[src/rtl/st_packet_arbiter.sv]
// Two-input packet-level round-robin arbiter for the 32-bit Avalon-ST frame
// path feeding the UDP packet generator. Whole packets only; a packet that
// runs to MAX_WORDS beats is cut with a forced endofpacket and its remainder
// is drained from the source.
module st_packet_arbiter #(
  parameter int unsigned MAX_WORDS = 163,
  parameter int unsigned CNT_W     = 16
) (
  input  logic             clk_clk,
  input  logic             int_rst,
  input  logic [1:0]       src_enable,
  input  logic [31:0]      in0_data,
  input  logic             in0_valid,
  output logic             in0_ready,
  input  logic             in0_sop,
  input  logic             in0_eop,
  input  logic [1:0]       in0_empty,
  input  logic [31:0]      in1_data,
  input  logic             in1_valid,
  output logic             in1_ready,
  input  logic             in1_sop,
  input  logic             in1_eop,
  input  logic [1:0]       in1_empty,
  output logic [31:0]      out_data,
  output logic             out_valid,
  input  logic             out_ready,
  output logic             out_sop,
  output logic             out_eop,
  output logic [1:0]       out_empty,
  output logic [1:0]       grant,
  output logic [CNT_W-1:0] pkt_cnt0,
  output logic [CNT_W-1:0] pkt_cnt1,
  output logic [7:0]       trunc_cnt
);

  localparam int unsigned     WC_W    = $clog2(MAX_WORDS + 1);
  localparam logic [WC_W-1:0] WC_LAST = WC_W'(MAX_WORDS - 1);

  typedef enum logic [1:0] {
    IDLE = 2'd0,
    PASS = 2'd1,
    DROP = 2'd2
  } state_t;

  state_t          state;
  logic            last;
  logic [WC_W-1:0] wc;

  logic [1:0] req;
  logic       pick;
  logic       sel;
  logic       g_valid;
  logic       g_eop;
  logic       at_limit;
  logic       beat_ok;
  logic       drain_ok;

  assign req      = {in1_valid & src_enable[1], in0_valid & src_enable[0]};
  assign sel      = grant[1];
  assign g_valid  = sel ? in1_valid : in0_valid;
  assign g_eop    = sel ? in1_eop : in0_eop;
  assign at_limit = (wc == WC_LAST);
  assign beat_ok  = (state == PASS) & g_valid & out_ready;
  assign drain_ok = (state == DROP) & g_valid;

  // Round-robin pick: prefer the input that did not win last time.
  always_comb begin
    pick = 1'b0;
    if (last) begin
      pick = req[0] ? 1'b0 : 1'b1;
    end else begin
      pick = req[1] ? 1'b1 : 1'b0;
    end
  end

  // Zero-latency forwarding of the granted input; drain its leftovers in DROP.
  always_comb begin
    out_data  = '0;
    out_valid = 1'b0;
    out_sop   = 1'b0;
    out_eop   = 1'b0;
    out_empty = '0;
    in0_ready = 1'b0;
    in1_ready = 1'b0;
    case (state)
      PASS: begin
        out_data  = sel ? in1_data : in0_data;
        out_valid = g_valid;
        out_sop   = sel ? in1_sop : in0_sop;
        out_eop   = g_eop | at_limit;
        out_empty = sel ? in1_empty : in0_empty;
        if (sel) begin
          in1_ready = out_ready;
        end else begin
          in0_ready = out_ready;
        end
      end
      DROP: begin
        if (sel) begin
          in1_ready = 1'b1;
        end else begin
          in0_ready = 1'b1;
        end
      end
      default: ;
    endcase
  end

  // Packet FSM: arbitration, beat counting, completion and truncation counters.
  always_ff @(posedge clk_clk or posedge int_rst) begin
    if (int_rst) begin
      state     <= IDLE;
      grant     <= 2'b00;
      last      <= 1'b1;
      wc        <= '0;
      pkt_cnt0  <= '0;
      pkt_cnt1  <= '0;
      trunc_cnt <= '0;
    end else begin
      case (state)
        IDLE: begin
          if (req != 2'b00) begin
            grant <= pick ? 2'b10 : 2'b01;
            last  <= pick;
            wc    <= '0;
            state <= PASS;
          end
        end
        PASS: begin
          if (beat_ok) begin
            wc <= wc + WC_W'(1);
            if (g_eop) begin
              if (sel) begin
                pkt_cnt1 <= pkt_cnt1 + CNT_W'(1);
              end else begin
                pkt_cnt0 <= pkt_cnt0 + CNT_W'(1);
              end
              grant <= 2'b00;
              state <= IDLE;
            end else if (at_limit) begin
              if (trunc_cnt != 8'hFF) begin
                trunc_cnt <= trunc_cnt + 8'd1;
              end
              state <= DROP;
            end
          end
        end
        DROP: begin
          if (drain_ok && g_eop) begin
            grant <= 2'b00;
            state <= IDLE;
          end
        end
        default: begin
          grant <= 2'b00;
          state <= IDLE;
        end
      endcase
    end
  end

endmodule

[config.mk]
export PLATFORM = sky130hd
export DESIGN_NAME = st_packet_arbiter
export DESIGN_NICKNAME = d
export VERILOG_FILES = /design/src/rtl/st_packet_arbiter.sv
export SDC_FILE = /design/constraint.sdc
export NUM_CORES = 1
export LEC_CHECK = 0
export CAP_MARGIN = 20
export CORE_ASPECT_RATIO = 0.9
export CORE_MARGIN = 4
export CORE_UTILIZATION = 37
export DETAILED_ROUTE_END_ITERATION = 7
export PLACE_DENSITY_LB_ADDON = 0.1
export SLEW_MARGIN = 10
export SYNTH_ARGS = -nofsm -noshare
export SYNTH_HDL_FRONTEND = slang
export SYNTH_SLANG_ARGS = --single-unit
[constraint.sdc]
create_clock -name clk_clk -period 1.7 [get_ports clk_clk]
set_input_delay 0.34 -clock clk_clk [delete_from_list [all_inputs] [get_ports clk_clk]]
set_output_delay 0.34 -clock clk_clk [all_outputs]
set_load 0.03 [all_outputs]
==> impl_metrics.toml <==
[setup_path]
critPathMaxStageDelay_ns = 0.51
rr_endpoint = "trunc_cnt[3]"
slowest_stage = "dfrtp_2"
crit_path_end_kind = "primary output"
r2r_slack_ns = -0.28
crit_fanout = 7
path_cells = "buf_6 -> buf_16 -> mux2i_1 -> nor2_4 -> buf_6"
crit_top_cell = "buf_6"
cp-start-kind = "flop"
worstPathRequired_ns = 1.36
r2r_cells = 9
worstPathArrival_ns = 1.69
critical_path_class = "reg -> out"
r2r_start = "state[1]"

[detailed_routing]
routed_wl_mm = 16.0
routedWlPerCell_um = 22.5
drtAntennaViolNets = 0
detail_route.iter0.violations = 257
first_pass_iters = 4
vias = 3867
drcViolationCount = 0
via_per_inst = 5.44

[clock_tree]
clock_latency_ns = 0.31
cts_tree = "built"
clk_pin_slew_ns = 0.10
cts_made_buffers = 5
cts_root_buf = "clkbuf_8"
clockBufferDepth = 2
ctsHoldBuffers = 0
numClockSinks = 53
htreeDepth = 2

[sta]
finalCritPeriodShare_pct = 120
min_period_ns = 2.03
hold-worst-slack_ns = 0.384
finalSetupViolCount = 90
grt_setup_unrepaired = "true"
finClkSkew_ns = 0.0109
fmax_ghz = 0.492
maxSlewHeadroom_pct = 53.8
tightestPinTransition_ns = 0.690
setup_slack_ns = -0.332
finalHoldViolCount = 0
slew_viol_final = 0

[grt]
grt_pass1_vias = 3855
grt_pass1_wl_mm = 20.9
grt-ovfl-total = 0
grt_usage_pct = 25.2
grt_antenna_before_repair = 0
grt_max_degree = 54

[synth]
yosysSeqAreaShare_pct = 40.8
syn_area_per_cell_um2 = 9.63
synth_area_um2 = 3250
yosysUniqueCellTypes = 52
synth_compound_area_share_pct = 7.54
synth_mux_area_share_pct = 14.1
syn_nets = 425
synth_flop_cell = "dfrtp_1"
yosysTopAreaCellShare_pct = 40.0
synthAdderAreaFrac_pct = 3.08
synth_edf_count = 0
synthSimpleGateAreaFrac_pct = 21.9
synthXorXnorAreaFrac_pct = 9.96
synth_area_leaders = "dfrtp_1 40%, mux2i_1 12%, xnor2_1 7.0%"
async_flop_share_pct = 100
synth_top_cell_by_area = "dfrtp_1"
synth_cells = 338
synth_warnings = 0
ys_ff_latch = 53
synth_top_family_by_area = "simple AND/OR/NAND/NOR gates"

[job]
maxCapViolations = 0

[floorplanning]
die_w_um = 107
fp-row-count = 32
num_io_pins = 160
initial_utilization_pct = 38.0
die-height_um = 97.0
core_um2 = 8570
dieArea_um2 = 10400

[final_layout]
drive_gt1_share_pct = 50.3
area_delta_synth_final_pct = 126
nets = 678
diodes = 0

[place]
place.gp.congestion = 0.842
io_buffers = 159
dp_hpwl_mm = 8.11

[run_status]
violations = "negative setup slack"
outcome = "complete, but fails checks"

[pwr]
power_mw = 10.0
p_leak_nw = 3.30
power_density_nw_per_um2 = 1370
irDropWorstVdd_mv = 0.866

[worst_hold_path]
hp-class = "in -> async"
==> synth_stat cells, drive strengths merged, types with 4 or more instances <==
library cell and n:
a21oi 4, and3 9, buf 6, clkbuf 5
dfrtp 52, ha 8, inv 10, mux2 4
mux2i 41, nand2 25, nand2b 4, nand3 19
nand4 10, nor2 49, nor3 5, nor4 6
o21ai 4, xnor2 26, xor2 11
==> per-stage QoR <==
stage	worst slack (ns)	utilization [%]	setup TNS (ns)	cells	instance area (um2)
after floorplan	-0.0907	-	-0.339	338	3530
after global placement	-0.423	65.9	-15.99	663	5640
after detailed placement	-0.477	65.9	-18.09	663	5640
after CTS	-0.294	78.2	-9.43	693	6700
after global routing	-0.374	85.7	-23.15	711	7340
final	-0.332	85.7	-17.71	711	7340
==> layer usage <==
layer	part of all wire, %	global-route usage, %
met5	0	0
met4	3.7	7.67
met3	4.6	3.94
met2	55	44.8
met1	37	31.1
==> where the power goes <==
part / internal [mW] / switching, mW
clock network: 0.481 / 0.427
logic: 3.74 / 3.77
registers: 1.42 / 0.199
total: 5.64 / 4.39
==> flip-flops by register name, indices dropped and copies added, names as in the netlist <==
register and flops:
last 1, state 2, grant 2, pkt_cnt1 16, wc 8, pkt_cnt0 16
trunc_cnt 8
==> final cells by class <==
cell class	instances	area, um2
Sequential cell	53	1330
Fill cell	424	1230
Timing Repair Buffer	257	2740
Clock inverter	1	30.0
Inverter	10	51.3
Tap cell	119	149
Multi-Input combinational cell	264	2950
Clock buffer	7	86.3
==> layout by cell type (no fill, tap or decap), types with 5 or more instances in the layout <==
master	synthesis	final
and3_1	9	6
nand2_1	25	18
nor3_4	0	5
xnor2_2	0	5
nand3_2	1	7
xor2_1	11	9
mux2i_2	1	10
buf_4	1	45
nand3_4	0	5
nor2_4	0	41
xnor2_1	26	21
nand3_1	18	7
nor2_1	49	6
buf_12	0	19
clkdlybuf4s50_1	0	75
mux2i_4	0	18
clkbuf_8	0	6
nand4_1	10	10
dfrtp_1	52	49
mux2i_1	40	13
inv_1	10	5
ha_1	8	5
dlygate4sd2_1	0	42
buf_6	0	70
==> worst max path at each step <==
stage | start | endpoint | slack, ns | depth (start not counted)
finish | grant[1] | out_data[19] | -0.33 | 5
global route | state[1] | out_data[13] | -0.37 | 8
global placement | in0_valid | trunc_cnt[5] | -0.42 | 5
CTS | wc[4] | out_eop | -0.29 | 4
detailed placement | in0_valid | trunc_cnt[1] | -0.48 | 5
floorplan | grant[1] | trunc_cnt[1] | -0.09 | 5
==> what timing repair did <==
| item | CTS | global route |
|---|---|---|
| resized for setup | 211 | 100 |
| setup endpoints to repair | 119 | 89 |
| buffers inserted | 21 | 26 |
| pin swaps | 55 | 52 |
| cloned | 4 | 2 |
==> critical path, delay by kind of cell, from the launching register on <==
| family | cells | cell delay, ns |
|---|---|---|
| buffers and inverters | 3 | 0.45 |
| and+or+nand+nor | 1 | 0.08 |
| DFF | 1 | 0.51 |
| muxes | 1 | 0.34 |
==> logic make-up after synthesis <==
| group | Yosys count |
|---|---|
| AOI/OAI and AO/OA | 33 |
| buffers and inverters | 21 |
| muxes | 45 |
| and+or+nand+nor | 141 |
| xor gates and xnor gates | 37 |
| DFF | 53 |
| adders and majority gates | 8 |
No activity file was read; power rests on OpenSTA's default activity.
